$ cat src/rtl/pipe_stall_ctrl.sv
`default_nettype none
// ============================================================================
// Module   : pipe_stall_ctrl
// Brief    : Pipeline enable/bubble/flush control with pending-flush FSM,
//            halt handling and saturating stall/flush counters.
// Revision : 1.0 - initial release
// ============================================================================
module pipe_stall_ctrl #(
    parameter int CNT_W = 16
) (
    input  logic             clk,
    input  logic             rst,
    input  logic             ld_stall_dec,
    input  logic             ld_stall_exe,
    input  logic             br_taken,
    input  logic             imem_stall,
    input  logic             dmem_stall,
    input  logic             halt_wb,
    output logic             pc_en,
    output logic             ifid_en,
    output logic             ifid_flush,
    output logic             idex_en,
    output logic             idex_bubble,
    output logic             exmem_en,
    output logic             exmem_bubble,
    output logic             memwb_en,
    output logic             halted,
    output logic [CNT_W-1:0] stall_cnt,
    output logic [CNT_W-1:0] flush_cnt
);

    localparam logic [1:0] c_RUN        = 2'd0;
    localparam logic [1:0] c_FLUSH_PEND = 2'd1;
    localparam logic [1:0] c_HALTED     = 2'd2;

    localparam logic [CNT_W-1:0] c_CNT_MAX = {CNT_W{1'b1}};

    logic [1:0]       r_state;
    logic [1:0]       w_nextState;
    logic             w_brAccept;
    logic [CNT_W-1:0] r_stallCnt;
    logic [CNT_W-1:0] r_flushCnt;

    // Outputs: priority chain HALTED > dmem > ld_exe > branch > ld_dec > imem
    always_comb begin
        pc_en        = 1'b1;
        ifid_en      = 1'b1;
        ifid_flush   = 1'b0;
        idex_en      = 1'b1;
        idex_bubble  = 1'b0;
        exmem_en     = 1'b1;
        exmem_bubble = 1'b0;
        memwb_en     = 1'b1;
        halted       = 1'b0;
        w_brAccept   = 1'b0;

        if (rst) begin
            pc_en    = 1'b0;
            ifid_en  = 1'b0;
            idex_en  = 1'b0;
            exmem_en = 1'b0;
            memwb_en = 1'b0;
        end else if (r_state == c_HALTED) begin
            pc_en    = 1'b0;
            ifid_en  = 1'b0;
            idex_en  = 1'b0;
            exmem_en = 1'b0;
            memwb_en = 1'b0;
            halted   = 1'b1;
        end else begin
            if (dmem_stall) begin
                pc_en    = 1'b0;
                ifid_en  = 1'b0;
                idex_en  = 1'b0;
                exmem_en = 1'b0;
                memwb_en = 1'b0;
            end else if (ld_stall_exe) begin
                pc_en        = 1'b0;
                ifid_en      = 1'b0;
                idex_en      = 1'b0;
                exmem_bubble = 1'b1;
            end else if (br_taken) begin
                ifid_flush  = 1'b1;
                idex_bubble = 1'b1;
                w_brAccept  = 1'b1;
            end else if (ld_stall_dec) begin
                pc_en       = 1'b0;
                ifid_en     = 1'b0;
                idex_bubble = 1'b1;
            end else if (imem_stall) begin
                pc_en      = 1'b0;
                ifid_flush = 1'b1;
            end
            // The word in flight belongs to the squashed path until fetch recovers
            if (r_state == c_FLUSH_PEND && ifid_en) begin
                ifid_flush = 1'b1;
            end
        end
    end

    always_comb begin
        w_nextState = r_state;
        case (r_state)
            c_RUN: begin
                if (w_brAccept && imem_stall) begin
                    w_nextState = c_FLUSH_PEND;
                end
            end
            c_FLUSH_PEND: begin
                if (!(w_brAccept && imem_stall) && !imem_stall && !dmem_stall) begin
                    w_nextState = c_RUN;
                end
            end
            c_HALTED: w_nextState = c_HALTED;
            default:  w_nextState = c_RUN;
        endcase
        if (r_state != c_HALTED && !dmem_stall && halt_wb) begin
            w_nextState = c_HALTED;
        end
    end

    always_ff @(posedge clk) begin
        if (rst) begin
            r_state    <= c_RUN;
            r_stallCnt <= '0;
            r_flushCnt <= '0;
        end else begin
            r_state <= w_nextState;
            if (r_state != c_HALTED && !pc_en && r_stallCnt != c_CNT_MAX) begin
                r_stallCnt <= r_stallCnt + 1'b1;
            end
            if (w_brAccept && r_flushCnt != c_CNT_MAX) begin
                r_flushCnt <= r_flushCnt + 1'b1;
            end
        end
    end

    assign stall_cnt = r_stallCnt;
    assign flush_cnt = r_flushCnt;

endmodule
`default_nettype wire

$ cat config.mk
export PLATFORM = sky130hd
export DESIGN_NAME = pipe_stall_ctrl
export DESIGN_NICKNAME = d
export VERILOG_FILES = /design/src/rtl/pipe_stall_ctrl.sv
export SDC_FILE = /design/constraint.sdc
export NUM_CORES = 1
export LEC_CHECK = 0
export BUFFER_PORTS_ARGS = -buffer_cell sky130_fd_sc_hd__buf_2
export CORE_UTILIZATION = 57
export CTS_CLUSTER_SIZE = 25
export DETAILED_ROUTE_END_ITERATION = 16
export PLACE_DENSITY = 0.85
export SLEW_MARGIN = 25
export SYNTH_ARGS = -nofsm -noshare
export SYNTH_HDL_FRONTEND = slang
export SYNTH_SLANG_ARGS = --single-unit
$ cat constraint.sdc
create_clock -name clk -period 2.4 [get_ports clk]
set_input_delay 0.12 -clock clk [delete_from_list [all_inputs] [get_ports clk]]
set_output_delay 0.12 -clock clk [all_outputs]
set_load 0.005 [all_outputs]
Word level (Yosys, flattened, before mapping)
Cells that the tools add are included.
{"block": "word_totals", "reg_bits": 34, "output_inout_bits": 41, "elab_cells": 83, "inputBits": 8}
{"block": "op_classes", "muxes": 51, "reduce_logical": 17, "n_eq_ne": 9, "add_sub_neg": 2}
{"operator": "$mux 1", "count": 47}
{"operator": "$add 16x1->16 const B", "count": 2}
{"operator": "$ne 16x16->1 const B", "count": 2}
{"operator": "$logic_and 1x1->1", "count": 9}
{"operator": "$mux 2", "count": 3}
{"operator": "$pmux 2 s3", "count": 1}
{"operator": "$logic_not 1->1", "count": 4}
{"operator": "$ne 2x2->1 const B", "count": 2}
{"operator": "$reduce_and 2->1", "count": 2}
{"operator": "$ne 3x1->1 const B", "count": 1}
{"operator": "$ne 3x3->1 const B", "count": 1}
{"operator": "$eq 2x1->1 const B", "count": 1}
{"operator": "$eq 2x2->1 const B", "count": 1}
{"operator": "$logic_not 2->1", "count": 1}
{"operator": "$ne 2x1->1 const B", "count": 1}
{"operator": "$reduce_or 2->1", "count": 1}

Logic depth before layout (Yosys ltp)
Gate-level depths: netlist of run 1.
{"block": "logic_depth", "depth_word": 12, "depth_mapped": 7, "ltp_nobuf": 5}

Worst setup path after synthesis of run 1
Ideal clock, no wire load.
{"block": "synth_timing", "kind": "register to register", "startpoint": "register r_stallCnt[7] (netlist: stall_cnt[7])", "endpoint": "register r_stallCnt[12] (netlist: stall_cnt[12])", "slack_ns": 0.739, "path_buffers": 0, "required_ns": 2.277, "arrival_ns": 1.537, "setup_time_ns": 0.123, "stages_incl_launch_ff": 5, "cell_sequence": "dfxtp_1 > nand4_4 > or3_4 > nor4b_2 > mux2_1"}
{"block": "synth_between", "elab_chain_cells": 2, "elab_cells_between_ends": 3}
{"item": "start, declared", "line_no": "41", "rtl": "logic [CNT_W-1:0] r_stallCnt;"}
{"item": "start signal, assigned", "line_no": "130", "rtl": "r_stallCnt <= r_stallCnt + 1'b1;"}
{"item": "branches (longest 2 deep; another with $add 16x1->16)"}
Several ways; the timed one is not identified.
A chain may end at the register's enable or synchronous reset.

Final worst setup path of run 1
{"block": "layout_timing", "startpoint": "register r_state[0]", "endpoint": "register r_flushCnt[15] (netlist: flush_cnt[15])"}
{"block": "layout_between", "elab_chain_cells": 4}
{"item": "start, declared", "line_no": "38", "rtl": "logic [1:0] r_state;"}
{"item": "start signal, assigned", "line_no": "124", "rtl": "r_state <= c_RUN;"}
{"item": "start signal, assigned", "line_no": "128", "rtl": "r_state <= w_nextState;"}
{"item": "$eq 2x2->1", "line_no": "63", "rtl": "end else if (r_state == c_HALTED) begin"}
{"item": "$mux 1", "line_no": "63"}
{"item": "$mux 1", "line_no": "57", "rtl": "if (rst) begin"}
{"item": "$logic_and 1x1->1", "line_no": "132", "rtl": "if (w_brAccept && r_flushCnt != c_CNT_MAX) begin"}
{"item": "end signal, assigned", "line_no": "133", "rtl": "r_flushCnt <= r_flushCnt + 1'b1;"}
{"item": "end, declared", "line_no": "42", "rtl": "logic [CNT_W-1:0] r_flushCnt;"}
No other way between the ends.

==> run summary, run 1 <==
status = complete, no violations
VDD IR max = 0.340 mV
Worst Path Buf+Inv = 0
Post-DP HPWL = 3110 um
worst min-delay path category = input port to flip-flop
post_cts resized = 0
number of nets in the layout = 283
Pre-Repair DR Iteration Count = 4
CP required = 2.62 ns
clock skew = 0.0155 ns
Max transition margin = 53.9%
Psw = 252 uW
Tmin final = 2.00 ns
CTS sink count = 34
post-synth cell types = 43
DR vias = 1947
Worst path depth = 4
CP arrival = 2.23 ns
pwr dens = 443 mW/mm^2
first-pass GRT wire length = 6860 um
worst-path maximum fanout = 11
area delta synth->final = 16.5%
Syn Nets = 236
Max H-tree Level = 2
Cells after Synth = 226
dpl ws = 0.471 ns
ratio of cells with drive above 1 in the final layout = 26.6%
P_leak = 0.916 nW
drt total wl = 4440 um
antenna-violating nets left = 0
Most used DFF post-synth = dfxtp_1
syn avg cell area = 8.54 um^2
Slew @ Worst Pin = 0.688 ns
Logic pwr share = 7.9%
synthesized cell area = 0.00193 mm^2
critical path's largest stage delay = 0.42 ns
DRC Markers = 0
Die Ht = 60.2 um
CTS buffer count = 5
Clock Root Buffer = clkbuf_4
Post-synth EDFFs = 0
GRT Overall Usage = 25.3%
CTS tree = yes
largest net degree at the start of global routing = 42
Max clock buf depth = 2
clk_lat worst skew = 0.34 ns
num ports = 49
Chip Width = 60.2 um
die area = 0.00362 mm^2
Rows = 20
Worst path slowest cell = nand4_1
Max Clock Freq = 499 MHz
Clock Power Share = 34.0%
total gr overflow = 0
P_int = 745 uW
core area = 0.00313 mm^2
Worst Setup Start Kind = flip-flop
cell family with most CP delay = simple AND/OR/NAND/NOR gates
Setup WS post-layout = 0.395 ns
WL/cell = 14.0 um
final count of hold timing violations = 0
Design Area, Final = 0.00225 mm^2
R2R cell count = 4
MaxCap Viol Count = 0
Placement Cell Area = 0.00219 mm^2
flops & latches, synth = 34
sequential area share after synthesis = 35.3%
cts hold-fix bufs = 0
ANT cells = 0
Hold Slack = 0.0525 ns
Via-to-Cell Ratio = 6.12
max-slew violations = 0
GP Congestion = 0.801
CP cell instances = nand2b_1, nand4_1, nor4_1, mux2_2
Port Buf Inserts = 48
First DRT Iteration DRCs = 123
Final Cycle Share = 83.5%
vias in the first global route = 1562
Initial Util = 61.7%
Setup CP Type = flip-flop to flip-flop
most common cell after layout, fill and taps aside = buf_2
unrepaired setup endpoints after global routing = no
initial antenna violation count = 0
setup bufs post-CTS = 0
number of warning messages in the yosys log = 0
Sw Ratio = 25.3%
FFs w/ async S/R, synth = 0%
clock-pin slew on the worst setup and hold paths = 0.11 ns
crit end category = flip-flop
Total Neg Setup Slack = 0 ns
Seq pwr share = 58.0%
Final setup viols = 0
cell depth of the worst hold path = 3
most frequent cells in the layout = buf_2, dfxtp_1, a21oi_1
[state kept, by name (all words and copies together) (netlist names)]
signal	count
flush_cnt	16
stall_cnt	16
r_state	2
[power by group through the flow]
| stage | clock network (mW) | logic, mW | registers [mW] |
|---|---|---|---|
| after floorplan | 0 | 0.0516 | 0.590 |
| after global placement | 0 | 0.0771 | 0.591 |
| after detailed placement | 0 | 0.0790 | 0.591 |
| after CTS | 0.345 | 0.0793 | 0.578 |
| after global routing | 0.373 | 0.0881 | 0.580 |
| final | 0.339 | 0.0789 | 0.578 |
[path summary, 6_finish.rpt]
check | from | end | slack [ns]
max | r_state[0]$_SDFFE_PP0P_ | flush_cnt[15]$_SDFFE_PP0P_ | 0.40
max reg2reg | r_state[0]$_SDFFE_PP0P_ | flush_cnt[15]$_SDFFE_PP0P_ | 0.40
min reg2reg | r_state[1]$_SDFFE_PP0P_ | r_state[0]$_SDFFE_PP0P_ | 0.48
min | halt_wb | r_state[1]$_SDFFE_PP0P_ | 0.05
[routing by layer]
metal | global-route usage (%) | up-vias | routed length, um
li1 | - | 978 | -
met1 | 33.6 | 895 | 2170
met2 | 38.3 | 66 | 1910
met3 | 6.28 | 8 | 294
met4 | 11.3 | 0 | 61
met5 | 0 | - | 0
[cell families (layout without fill, tap and decap cells)]
group           Yosys count  after routing  share of synthesized area (%)
buf+inv                  22             70                           5.44
compound gates           65             65                           21.8
mux                       6              6                           3.50
flops                    34             34                           35.3
fa+ha+maj                 2              2                           1.30
simple gates             97             97                           32.7
[worst min-delay path, stage by stage]
cell	delay, ns
buf_2	0.10
nand2b_1	0.07
a21oi_1	0.06
[per-stage QoR]
stage          power (mW)  utilization, %  instances
6_report            0.997            71.9        318
5_1_grt              1.04            71.9        318
4_1_cts              1.00            71.9        318
3_5_place_dp        0.670            70.0        310
3_3_place_gp        0.668            70.0        310
2_1_floorplan       0.642               -        226
[Yosys cell counts, types with 3 or more instances]
master    instances  area (um^2)
nand3_1           6         30.0
nand2_1           9         33.8
o21ai_1           3         15.0
mux2_1            4         45.0
inv_1            10         37.5
nand4_1           9         56.3
or4_1            12         90.1
nor3_1            3         15.0
buf_4             5         37.5
clkbuf_1          4         15.0
nor4_1            5         31.3
and3_1            6         37.5
dfxtp_1          34          681
a21oi_1          25          125
or3_1             6         37.5
buf_2             3         15.0
and4_1            4         35.0
nor2_1           14         52.6
o31ai_1          11         82.6
o41ai_1           5         43.8
nor2b_1           6         37.5
o311ai_0          5         43.8
o21ai_0           7         35.0
[area by class of cell]
| type | instances | area (um^2) |
|---|---|---|
| Clock inverter | 1 | 5.00 |
| Sequential cell | 34 | 681 |
| Tap cell | 44 | 55.1 |
| Fill cell | 264 | 880 |
| Inverter | 10 | 37.5 |
| Clock buffer | 7 | 55.1 |
| Timing Repair Buffer | 52 | 270 |
| Multi-Input combinational cell | 170 | 1140 |
Note: power is estimated with default switching activity, not from simulation.
==> inputs of run 2 (changes only) <==
--- a/config.mk
+++ b/config.mk
@@ -6,10 +6,10 @@
 export NUM_CORES = 1
 export LEC_CHECK = 0
 export BUFFER_PORTS_ARGS = -buffer_cell sky130_fd_sc_hd__buf_2
-export CORE_UTILIZATION = 57
+export CORE_UTILIZATION = 53
 export CTS_CLUSTER_SIZE = 25
 export DETAILED_ROUTE_END_ITERATION = 16
-export PLACE_DENSITY = 0.85
+export PLACE_DENSITY = 0.8
 export SLEW_MARGIN = 25
 export SYNTH_ARGS = -nofsm -noshare
 export SYNTH_HDL_FRONTEND = slang
==> constraint.sdc (replaced) <==
create_clock -name clk -period 2 [get_ports clk]
set_input_delay 0.1 -clock clk [delete_from_list [all_inputs] [get_ports clk]]
set_output_delay 0.1 -clock clk [all_outputs]
set_load 0.005 [all_outputs]
==> run summary, run 2 (synthesized netlist as in run 1, its figures left out) <==
status = complete, no violations
Clock Power Share = 34.7% (+0.7 points)
CP arrival = 2.20 ns (-0.03 ns)
Seq pwr share = 57.3% (-0.7 points)
hold endpoint = r_state[1]$_SDFFE_PP0P_
number of nets in the layout = 286 (+1.1%)
Logic pwr share = 8.1% (+0.2 points)
Pre-Repair DR Iteration Count = 4 (unchanged)
Max H-tree Level = 2 (unchanged)
Rows = 21 (+5.0%)
Post-DP HPWL = 3200 um (+3.1%)
CP required = 2.26 ns (-0.36 ns)
Clock Root Buffer = clkbuf_4
total chip power = 1.21 mW (+22%)
min-delay src = rst
WL/cell = 14.2 um (+1.4%)
ratio of cells with drive above 1 in the final layout = 27.4% (+0.79 points)
num ports = 49 (unchanged)
CTS buffer count = 5 (unchanged)
CTS sink count = 34 (unchanged)
P_int = 897 uW (+20%)
unrepaired setup endpoints after global routing = yes
max-slew violations = 0 (unchanged)
FF+latch area = 681 um^2 (unchanged)
Final Cycle Share = 97.2% (+14 points)
die area = 0.00389 mm^2 (+7.3%)
Inst Count DP = 315 (+1.6%)
clock skew = 0.0109 ns (-0.00456 ns)
Initial Util = 56.5% (-5.2 points)
post_cts resized = 0 (unchanged)
Psw = 316 uW (+25%)
Non-Filler Instances = 323 (+1.6%)
clock-pin slew on the worst setup and hold paths = 0.11 ns (about the same)
Max transition margin = 59.9% (+6.1 points)
drt total wl = 4570 um (+3.0%)
Final setup viols = 0 (unchanged)
largest net degree at the start of global routing = 38 (-9.5%)
Die Ht = 62.4 um (+3.6%)
Reg-to-Reg End = flush_cnt[12]$_SDFFE_PP0P_
Slew @ Worst Pin = 0.595 ns (-0.0922 ns)
worst-path maximum fanout = 7 (-4)
GP Congestion = 0.794 (-0.77%)
final count of hold timing violations = 0 (unchanged)
Placement Cell Area = 0.00223 mm^2 (+1.7%)
initial antenna violation count = 0 (unchanged)
Design Area, Final = 0.00229 mm^2 (+1.7%)
worst min-delay path category = input port to flip-flop
total gr overflow = 0 (unchanged)
Worst Setup Start Kind = flip-flop
Setup WS post-layout = 0.0557 ns (-0.340 ns)
Tmin final = 1.94 ns (-0.0603 ns)
R2R Setup Slk = 0.06 ns (-0.34 ns)
footprint of the multi-input gates = 0.00114 mm^2 (unchanged)
Port Buf Inserts = 48 (unchanged)
antenna-violating nets left = 0 (unchanged)
dpl ws = 0.180 ns (-0.291 ns)
ANT cells = 0 (unchanged)
DRC Markers = 0 (unchanged)
most frequent cells in the layout = buf_2, dfxtp_1, a21oi_1
FILL cells = 326 (+23%)
Via-to-Cell Ratio = 6.05 (-1.2%)
DR vias = 1954 (+0.36%)
Sw Ratio = 26.0% (+0.79 points)
vias in the first global route = 1640 (+5.0%)
MaxCap Viol Count = 0 (unchanged)
core area = 0.00342 mm^2 (+9.2%)
Chip Width = 62.4 um (+3.6%)
P_leak = 0.934 nW (+1.9%)
cell depth of the worst hold path = 2 (-1)
cts hold-fix bufs = 0 (unchanged)
first-pass GRT wire length = 7530 um (+9.9%)
crit end category = flip-flop
setup bufs post-CTS = 0 (unchanged)
most common cell after layout, fill and taps aside = buf_2
CTS tree = yes
Reg-to-Reg Start = flush_cnt[0]$_SDFFE_PP0P_
VDD IR max = 0.353 mV (+4.0%)
Setup CP Type = flip-flop to flip-flop
Max clock buf depth = 2 (unchanged)
area delta synth->final = 18.4%
First DRT Iteration DRCs = 103 (-16%)
clk_lat worst skew = 0.35 ns (about the same)
Max Clock Freq = 514 MHz (+3.1%)
GRT Overall Usage = 24.2% (-1.0 points)
R2R cell count = 5 (+1)
pwr dens = 530 mW/mm^2 (+20%)
-- run 2: worst max-delay path: stages, from the launching register on --
cell and delay [ns]:
dfxtp_1 0.45, ha_1 0.26, and3_1 0.20, nand4_1 0.27
nor3_1 0.32, mux2_2 0.36
-- run 2: worst max-delay path by stage --
stage	from	end	slack, ns
finish	flush_cnt[0]$_SDFFE_PP0P_	flush_cnt[12]$_SDFFE_PP0P_	0.06
global route	flush_cnt[0]$_SDFFE_PP0P_	flush_cnt[6]$_SDFFE_PP0P_	-0.05
detailed placement	flush_cnt[0]$_SDFFE_PP0P_	flush_cnt[12]$_SDFFE_PP0P_	0.18
floorplan	stall_cnt[7]$_SDFFE_PP0P_	stall_cnt[12]$_SDFFE_PP0P_	0.34
global placement	flush_cnt[0]$_SDFFE_PP0P_	flush_cnt[12]$_SDFFE_PP0P_	0.22
CTS	flush_cnt[0]$_SDFFE_PP0P_	flush_cnt[12]$_SDFFE_PP0P_	0.13
-- run 2: stage by stage --
step                util, %  hold slack (ns)  TNS [ns]
floorplan                 -            0.242         0
global placement       65.2            0.387         0
detailed placement     65.2            0.387         0
CTS                    66.9           0.0108         0
global route           66.9          0.00652   -0.0961
finish                 66.9           0.0193         0
-- run 2: cell type report --
class                      count  share of cell area, %
multi-input combinational    170                   50.1
sequential                    34                   29.8
timing repair buffer          55                   13.4
tap                           46                   2.52
clock buffer                   7                   2.41
inverter                      10                   1.64
clock inverter                 1                  0.219
-- run 2: power groups by stage --
| stage | Clock [mW] | Combinational (mW) | Sequential, mW |
|---|---|---|---|
| after floorplan | 0 | 0.0619 | 0.708 |
| after global placement | 0 | 0.0950 | 0.710 |
| after detailed placement | 0 | 0.0977 | 0.710 |
| after CTS | 0.420 | 0.0978 | 0.694 |
| after global routing | 0.459 | 0.109 | 0.697 |
| final | 0.420 | 0.0977 | 0.695 |
-- run 2: routing by layer --
metal,up-vias,track usage (%),part of all wire [%]
li1,984,-,-
met1,911,34.0,51
met2,52,35.4,42
met3,7,7.17,5.1
met4,0,7.85,1.3
met5,-,0,0
